`src/rtl/ship_placement_ctrl_pkg.sv`:
```
// Shared types, board geometry and cell addressing for the ship placement controller.
package ship_pkg;

  localparam int ROWS      = 5;
  localparam int COLS      = 5;
  localparam int MAX_SHIPS = 5;
  localparam int BOARD_W   = ROWS * COLS;
  localparam int IDX_W     = $clog2(BOARD_W);

  typedef enum logic [2:0] {
    S_IDLE,
    S_WAIT_POS,
    S_CHECK,
    S_WRITE,
    S_DONE
  } state_e;

  // Linear board bit (row*COLS+col) of cell c of a ship anchored at (row, col).
  function automatic logic [IDX_W-1:0] cell_index(input logic [2:0] row,
                                                  input logic [2:0] col,
                                                  input logic       vertical,
                                                  input logic [2:0] c);
    logic [6:0] r;
    logic [6:0] k;
    r = {4'd0, row} + (vertical ? {4'd0, c} : 7'd0);
    k = {4'd0, col} + (vertical ? 7'd0 : {4'd0, c});
    return IDX_W'(r * 7'(COLS) + k);
  endfunction

endpackage

```
`src/rtl/ship_placement_ctrl_if.sv`:
```
// Control/status bundle between the placement controller and its user.
interface ship_placement_ctrl_if;

  logic                        start;
  logic [2:0]                  num_ships;
  logic [2:0]                  cur_row;
  logic [2:0]                  cur_col;
  logic                        vertical;
  logic                        confirm;
  logic [ship_pkg::BOARD_W-1:0] board;
  logic [2:0]                  ship_idx;
  logic                        busy;
  logic                        place_err;
  logic                        done;

  modport master (
    output start, num_ships, cur_row, cur_col, vertical, confirm,
    input  board, ship_idx, busy, place_err, done
  );

  modport slave (
    input  start, num_ships, cur_row, cur_col, vertical, confirm,
    output board, ship_idx, busy, place_err, done
  );

endinterface

```
`src/rtl/ship_placement_ctrl_cell_walker.sv`:
```
// Steps through the cells of the current ship; shared by the overlap check and the board write.
module ship_cell_walker
  import ship_pkg::*;
(
  input  logic             clk,
  input  logic             rst,
  input  logic             step_i,
  input  logic [2:0]       row_i,
  input  logic [2:0]       col_i,
  input  logic             vertical_i,
  input  logic [2:0]       len_i,
  output logic [IDX_W-1:0] idx_o,
  output logic             last_o
);

  logic [2:0] c_q;
  logic [2:0] c_d;

  // Counter falls back to 0 whenever it is not advancing, so every walk starts at cell 0.
  assign c_d = step_i ? c_q + 3'd1 : 3'd0;

  always_ff @(posedge clk or posedge rst) begin
    if (rst) begin
      c_q <= '0;
    end else begin
      c_q <= c_d;
    end
  end

  assign idx_o  = cell_index(row_i, col_i, vertical_i, c_q);
  assign last_o = (c_q == len_i - 3'd1);

endmodule

```
`src/rtl/ship_placement_ctrl.sv`:
```
// Placement sequencer: ship k (length k) is bounds/overlap checked cell by cell, then written.
module ship_placement_ctrl
  import ship_pkg::*;
(
  input  logic                 clk,
  input  logic                 rst,
  ship_placement_ctrl_if.slave bus
);

  state_e             state_q;
  logic [BOARD_W-1:0] board_q;
  logic [2:0]         ship_idx_q;
  logic [2:0]         n_q;
  logic [2:0]         row_q;
  logic [2:0]         col_q;
  logic               vert_q;
  logic               busy_q;
  logic               err_q;
  logic               done_q;

  logic [IDX_W-1:0]   cell_idx;
  logic               last_cell;
  logic               step;
  logic               start_ok;
  logic               in_bounds;
  logic               check_fail;
  logic [3:0]         row_end;
  logic [3:0]         col_end;

  assign start_ok = (bus.num_ships != 3'd0) && (bus.num_ships <= 3'(MAX_SHIPS));

  assign row_end   = {1'b0, row_q} + {1'b0, ship_idx_q};
  assign col_end   = {1'b0, col_q} + {1'b0, ship_idx_q};
  assign in_bounds = ({1'b0, row_q} < 4'(ROWS)) && ({1'b0, col_q} < 4'(COLS)) &&
                     (vert_q ? (row_end <= 4'(ROWS)) : (col_end <= 4'(COLS)));

  // Bounds are re-evaluated every CHECK cycle; they only ever fail on the first one.
  assign check_fail = !in_bounds || board_q[cell_idx];

  assign step = ((state_q == S_CHECK) && !check_fail && !last_cell) ||
                ((state_q == S_WRITE) && !last_cell);

  ship_cell_walker u_walker (
    .clk        (clk),
    .rst        (rst),
    .step_i     (step),
    .row_i      (row_q),
    .col_i      (col_q),
    .vertical_i (vert_q),
    .len_i      (ship_idx_q),
    .idx_o      (cell_idx),
    .last_o     (last_cell)
  );

  always_ff @(posedge clk or posedge rst) begin
    if (rst) begin
      state_q    <= S_IDLE;
      board_q    <= '0;
      ship_idx_q <= '0;
      n_q        <= '0;
      row_q      <= '0;
      col_q      <= '0;
      vert_q     <= 1'b0;
      busy_q     <= 1'b0;
      err_q      <= 1'b0;
      done_q     <= 1'b0;
    end else begin
      err_q <= 1'b0;
      case (state_q)
        S_IDLE, S_DONE: begin
          if (bus.start) begin
            if (start_ok) begin
              n_q        <= bus.num_ships;
              board_q    <= '0;
              ship_idx_q <= 3'd1;
              busy_q     <= 1'b1;
              done_q     <= 1'b0;
              state_q    <= S_WAIT_POS;
            end else begin
              err_q <= 1'b1;
            end
          end
        end
        S_WAIT_POS: begin
          if (bus.confirm) begin
            row_q   <= bus.cur_row;
            col_q   <= bus.cur_col;
            vert_q  <= bus.vertical;
            state_q <= S_CHECK;
          end
        end
        S_CHECK: begin
          if (check_fail) begin
            err_q   <= 1'b1;
            state_q <= S_WAIT_POS;
          end else if (last_cell) begin
            state_q <= S_WRITE;
          end
        end
        S_WRITE: begin
          board_q[cell_idx] <= 1'b1;
          if (last_cell) begin
            if (ship_idx_q == n_q) begin
              ship_idx_q <= 3'd0;
              busy_q     <= 1'b0;
              done_q     <= 1'b1;
              state_q    <= S_DONE;
            end else begin
              ship_idx_q <= ship_idx_q + 3'd1;
              state_q    <= S_WAIT_POS;
            end
          end
        end
        default: state_q <= S_IDLE;
      endcase
    end
  end

  assign bus.board     = board_q;
  assign bus.ship_idx  = ship_idx_q;
  assign bus.busy      = busy_q;
  assign bus.place_err = err_q;
  assign bus.done      = done_q;

endmodule
```
`src/flat_wrapper.sv`:
```
// flat-port wrapper written by rule: the top's interface ports become plain ports
module ship_placement_ctrl_flat import ship_pkg::*;
  (clk, rst, bus_start, bus_num_ships, bus_cur_row, bus_cur_col, bus_vertical, bus_confirm, bus_board, bus_ship_idx, bus_busy, bus_place_err, bus_done);
  ship_placement_ctrl_if bus_i ();
  input  logic clk;
  input  logic rst;
  input wire logic [$bits(bus_i.start)-1:0] bus_start;
  input wire logic [$bits(bus_i.num_ships)-1:0] bus_num_ships;
  input wire logic [$bits(bus_i.cur_row)-1:0] bus_cur_row;
  input wire logic [$bits(bus_i.cur_col)-1:0] bus_cur_col;
  input wire logic [$bits(bus_i.vertical)-1:0] bus_vertical;
  input wire logic [$bits(bus_i.confirm)-1:0] bus_confirm;
  output wire logic [$bits(bus_i.board)-1:0] bus_board;
  output wire logic [$bits(bus_i.ship_idx)-1:0] bus_ship_idx;
  output wire logic [$bits(bus_i.busy)-1:0] bus_busy;
  output wire logic [$bits(bus_i.place_err)-1:0] bus_place_err;
  output wire logic [$bits(bus_i.done)-1:0] bus_done;
  assign bus_i.start = bus_start;
  assign bus_i.num_ships = bus_num_ships;
  assign bus_i.cur_row = bus_cur_row;
  assign bus_i.cur_col = bus_cur_col;
  assign bus_i.vertical = bus_vertical;
  assign bus_i.confirm = bus_confirm;
  assign bus_board = bus_i.board;
  assign bus_ship_idx = bus_i.ship_idx;
  assign bus_busy = bus_i.busy;
  assign bus_place_err = bus_i.place_err;
  assign bus_done = bus_i.done;
  ship_placement_ctrl u_core (.clk(clk), .rst(rst), .bus(bus_i));
endmodule
```
`config.mk`:
```
export PLATFORM = sky130hd
export DESIGN_NAME = ship_placement_ctrl_flat
export DESIGN_NICKNAME = d
export VERILOG_FILES = /design/src/rtl/ship_placement_ctrl_pkg.sv /design/src/rtl/ship_placement_ctrl_if.sv /design/src/rtl/ship_placement_ctrl_cell_walker.sv /design/src/rtl/ship_placement_ctrl.sv /design/src/flat_wrapper.sv
export SDC_FILE = /design/constraint.sdc
export NUM_CORES = 1
export LEC_CHECK = 0
export ABC_CLOCK_PERIOD_IN_PS = 6300
export CORE_ASPECT_RATIO = 0.9
export CORE_MARGIN = 2
export CORE_UTILIZATION = 54
export DETAILED_ROUTE_END_ITERATION = 16
export PLACE_DENSITY_LB_ADDON = 0.15
export SLEW_MARGIN = 25
export SYNTH_ARGS = -nofsm -noshare
export SYNTH_HDL_FRONTEND = slang
export SYNTH_HIERARCHICAL = 1
export SYNTH_SLANG_ARGS = --single-unit
```
`constraint.sdc`:
```
create_clock -name clk -period 6.3 [get_ports clk]
set_input_delay 1.26 -clock clk [delete_from_list [all_inputs] [get_ports clk]]
set_output_delay 1.26 -clock clk [all_outputs]
set_load 0.05 [all_outputs]
```
==> reports/results.tsv, run 1 <==
metric	value	unit
htree_levels	2	
clockBufferDepth	2	
drtIter0Drc	136	
fin_util	67.7	%
hold-worst-slack	504	ps
grt_pass1_wl	11200	um
grt_setup_unrepaired	no	
gp_congestion	0.859	
cts_resized	0	
grt-ovfl-total	0	
rows	25	
grt_pass1_vias	2317	
fp.dieH	74.4	um
critPathMaxFanout	9	
fin_nets	381	
worstPathRequired	6540	ps
io_pins	45	
synth-seq-area-share	39.6	%
netlist_instances	295	
clock_sinks	47	
ys_types	57	
ys_seq_elements	47	
ant_nets	0	
numCtsBuffers	5	
dp_hpwl	4990	um
hold_viol	0	
hp-class	flop to flop	
syn_area	2970	sq um
vias_per_cell	5.74	
wl_met3	325	um
skew	8.01	ps
io_buffers	44	
fp.dieW	82.2	um
slew_headroom	52.7	%
drv_slew	0	
fillers	436	
root_buffer	clkbuf_8	
cts_tree	yes	
route.met2.wl	3090	um
layout-drive-gt1-share	8.53	%
status	completed	
path_clk_slew	90	ps
first_pass_iters	4	
fmaxAchievable	0.194	GHz
yosysTopAreaCellShare	39.6	%
top_layer	met4	
syn_nets	337	
ys.flop_type	dfrtp_1	
start_kind	flop	
critPathKind	flop to flop	
period_share	81.8	%
yosysWarnings	6	
wirelength	6720	um
async_flop_share	100	%
m1WireLength	3230	um
tightest_slew	706	ps
grtUsageTotal	24.2	%
cts_setup_buffers	0	
cp-end-kind	flop	
drc	0	
tns	0	ps
synth_area_leaders	dfrtp_1 40%, ha_1 9.3%, a21oi_1 4.5%	
grt_max_degree	45	
hold_buffers	0	
setup_violations	0	
clock_latency	310	ps
n_antenna_cell	0	
place_ws	1160	ps
die_area	6110	sq um
avgRoutedWirePerCell	16.5	um
synth_top_area_cell	dfrtp_1	
syn_to_final_growth	20.4	%
synth_enable_flop_cells	0	
start_util	56.2	%
post-route-min-period	5150	ps
dr_total_vias	2335	
antenna_found_initial	0	
drv_cap	0	
core	5290	sq um
setup_ws	1150	ps
avgSynthCellArea	10.1	sq um
crit_arrival	5400	ps
-- per-layer routing --
layer,vias up,global-route usage [%]
met2,57,37.3
met1,1154,35.5
met5,-,0
met3,7,4.00
met4,0,6.67
li1,1117,-
-- cell usage in the layout (no fill, tap or decap), drive strengths merged, types with 2 or more instances in the layout --
cell type      netlist  layout
ha                  22      22
or3b                 2       2
and2                 7       7
mux4                 3       3
a211oi               4       4
buf                  7       2
or3                  2       2
xnor2                7       7
nand2               16      16
nor2                36      36
a21o                 4       4
fa                   6       6
clkbuf               2       5
nor2b                7       7
mux2i                4       4
inv                 22      22
dfrtp               47      47
xor2                 8       8
clkdlybuf4s50        0      44
nand2b               4       4
nor3                 5       5
nand3                7       7
a21boi               2       2
mux2                 8       8
a31oi                3       3
o21ai                9       9
a21oi               28      28
-- per-stage QoR --
step                instances  area (sq um)
finish                    407          3580
global route              407          3580
CTS                       407          3580
detailed placement        399          3460
global placement          399          3460
floorplan                 295          2970
-- critical path, cell delays in order (launching register included) --
cell,delay (ps)
dfrtp_1,460
and2_1,190
ha_1,200
fa_1,400
xor2_2,170
ha_1,280
ha_1,270
inv_1,50
fa_1,560
inv_1,60
ha_1,290
a21o_1,150
a21oi_1,160
xnor2_1,270
or3b_1,230
o311ai_0,140
a311oi_1,300
o211ai_1,220
o41ai_1,470
and2_1,200
-- Yosys cell counts (2+ instances only) --
cell type   n
nand2_1    16
mux4_2      3
nor3_1      5
nor2b_1     7
dfrtp_1    47
ha_1       22
nand2b_1    4
xor2_1      7
a21oi_1    27
nor2_1     36
buf_6       2
mux2i_1     4
inv_1      22
a31oi_1     3
a21o_1      4
nand3_1     7
mux2_2      7
o21ai_0     9
xnor2_1     7
buf_2       4
a211oi_4    3
and2_1      7
clkbuf_1    2
fa_1        6
or3_1       2
-- worst paths after layout --
check	slack, ps	depth (start not counted)	end	start
max reg2reg	1150	19	u_core/u_walker/c_q[1]$_DFF_PP0_	u_core/vert_q$_DFFE_PP0P_
min in group asynchronous	1170	2	u_core/u_walker/c_q[2]$_DFF_PP0_	rst
min	500	2	u_core/n_q[0]$_DFFE_PP0P_	u_core/n_q[0]$_DFFE_PP0P_
max in group asynchronous	4480	3	u_core/bus.board[14]$_DFFE_PP0P_	rst
min reg2reg	500	2	u_core/n_q[0]$_DFFE_PP0P_	u_core/n_q[0]$_DFFE_PP0P_
max	1150	19	u_core/u_walker/c_q[1]$_DFF_PP0_	u_core/vert_q$_DFFE_PP0P_
-- flip-flops by register name, indices dropped and copies added (netlist names) --
name / count
u_core/bus.board: 25
u_core/bus.ship_idx: 3
u_core/col_q: 3
u_core/n_q: 3
u_core/row_q: 3
u_core/state_q: 3
u_core/u_walker/c_q: 3
u_core/bus.busy: 1
u_core/bus.done: 1
u_core/bus.place_err: 1
u_core/vert_q: 1
-- final cells by class --
cell class / instances / area (sq um) / area share (%)
Multi-Input combinational cell: 217 / 1660 / 46.5
Sequential cell: 47 / 1180 / 32.9
Timing Repair Buffer: 46 / 455 / 12.7
Tap cell: 67 / 83.8 / 2.34
Inverter: 22 / 82.6 / 2.31
Clock buffer: 5 / 68.8 / 1.92
Clock inverter: 3 / 46.3 / 1.29
-- cells by family after synthesis --
group | after synthesis | share of synthesized area [%]
compound gates | 65 | 15.2
xor+xnor | 16 | 5.43
fa+ha+maj | 28 | 13.3
buf+inv | 31 | 4.59
flops | 47 | 39.6
mux | 15 | 6.65
simple gates | 93 | 15.2
Power of run 1 is left out: the tool's default activity adds up to more than one toggle a clock period on the data nets, which glitch-free logic cannot reach.
==> inputs of run 2 (changes only) <==
- ABC_CLOCK_PERIOD_IN_PS: 6300 -> 5300
- clock period: 6.3 -> 5.3 ns (I/O delays scaled with it)
==> reports/results.tsv, run 2 (synthesis results as in run 1) <==
metric	value	unit	change
status	completed		
fin_util	68.0	%	+0.38 points
setup_violations	0		unchanged
root_buffer	clkbuf_8		
drtIter0Drc	91		-33%
rows	25		unchanged
grt_max_degree	45		unchanged
clock_sinks	47		unchanged
period_share	94.4	%	+13 points
layout-drive-gt1-share	10.8	%	+2.3 points
hp-class	flop to flop		
tightest_slew	734	ps	+27.6 ps
start_kind	flop		
crit_arrival	5200	ps	-200 ps
htree_levels	2		unchanged
fp.dieW	82.2	um	unchanged
grt_setup_unrepaired	no		
start_util	56.2	%	unchanged
skew	8.60	ps	+0.587 ps
path_clk_slew	100	ps	about the same
cp_slowest_cell	fa_1		
critPathKind	flop to flop		
grt_pass1_wl	11000	um	-1.5%
ant_nets	0		unchanged
crit_path_frequent_cell	ha_1		
mostFrequentLayoutCells	46 x dfrtp_1, 44 x clkdlybuf4s50_1, 36 x nor2_1		
multiInputGateArea	1680	sq um	+1.2%
drv_slew	0		unchanged
syn_to_final_growth	21.1	%	
cp_slowest_stage_delay	560	ps	about the same
vias_per_cell	5.76		+0.33%
tns	0	ps	unchanged
drv_cap	0		unchanged
numCtsBuffers	5		unchanged
fmaxAchievable	0.200	GHz	+3.0%
fillers	437		+0.23%
drc	0		unchanged
worstPathRequired	5490	ps	-1050 ps
fp.dieH	74.4	um	unchanged
n_antenna_cell	0		unchanged
first_pass_iters	4		unchanged
avgRoutedWirePerCell	16.7	um	+0.95%
largest_reg_flops	25		unchanged
io_buffers	44		unchanged
seq_area	1180	sq um	+0.11%
post-route-min-period	5000	ps	-150 ps
final_common_cell	dfrtp_1		
critPathMaxFanout	7		-2
worstPathCellList	and2_1, ha_1, fa_1, xor2_2, ha_1, ha_1, inv_1, fa_1, inv_1, ha_1, a21o_1, a21oi_2, xnor2_2, and3b_2, and3_1, a311oi_1, o211ai_1, buf_4, o41a_1		
cp-end-kind	flop		
core	5290	sq um	unchanged
gp_congestion	0.862		+0.31%
cts_tree	yes		
die_area	6110	sq um	unchanged
wirelength	6830	um	+1.7%
clockBufferDepth	2		unchanged
dr_total_vias	2360		+1.1%
grt_pass1_vias	2259		-2.5%
dp_hpwl	5020	um	+0.71%
slew_headroom	50.9	%	-1.8 points
grt-ovfl-total	0		unchanged
hold-worst-slack	513	ps	+9.81 ps
clock_latency	300	ps	about the same
fin_nets	384		+0.79%
grtUsageTotal	23.8	%	-0.34 points
antenna_found_initial	0		unchanged
hold_viol	0		unchanged
io_pins	45		unchanged
## run 2: worst paths after layout
kind	from	endpoint	slack [ps]	depth (start not counted)
setup / recovery	u_core/u_walker/c_q[0]$_DFF_PP0_	u_core/state_q[0]$_DFFE_PP0P_	300	19
hold / removal	u_core/n_q[2]$_DFFE_PP0P_	u_core/n_q[2]$_DFFE_PP0P_	510	2
setup reg to reg	u_core/u_walker/c_q[0]$_DFF_PP0_	u_core/state_q[0]$_DFFE_PP0P_	300	19
hold reg to reg	u_core/n_q[2]$_DFFE_PP0P_	u_core/n_q[2]$_DFFE_PP0P_	510	2
max in group asynchronous	rst	u_core/bus.board[24]$_DFFE_PP0P_	3690	3
min in group asynchronous	rst	u_core/u_walker/c_q[2]$_DFF_PP0_	950	2
## run 2: worst max-delay path, delay by kind of cell, from the launching register on
kind / cells / cell delay, ps
adders and majority gates: 6 / 2020
AOI/OAI and AO/OA: 5 / 1170
and+or+nand+nor: 3 / 620
DFF: 1 / 470
xor gates and xnor gates: 2 / 310
buffers and inverters: 3 / 300
## run 2: repair_timing
item | 4_1_cts | 5_1_grt
resized for setup | 0 | 5
setup endpoints to repair | 0 | 4
hold buffers | 0 | 0
buffers inserted | 0 | 1
## run 2: stage by stage
stage	setup WS (ps)	cell area (sq um)	instances
after CTS	172	3570	409
after detailed placement	202	3480	401
after floorplan	613	2970	295
final	297	3600	410
after global placement	302	3480	401
after global routing	5.24	3600	410
## run 2: area by class of cell
type,instances,share of cell area [%]
flip-flops and latches,47,32.7
well taps,67,2.33
multi-input cells,217,46.8
repair buffers,49,13.3
clock buffers,5,1.91
inverters,22,2.30
clock inverters,3,0.626
## run 2: per-layer routing
metal  share of wire (%)  GRT usage [%]  routed length [um]
met2                  46           35.8                3180
met5                   0              0                   0
met4                0.61           5.74                  42
met1                  49           35.4                3330
met3                 4.2           5.22                 289
Power of run 2 is left out for the same reason.
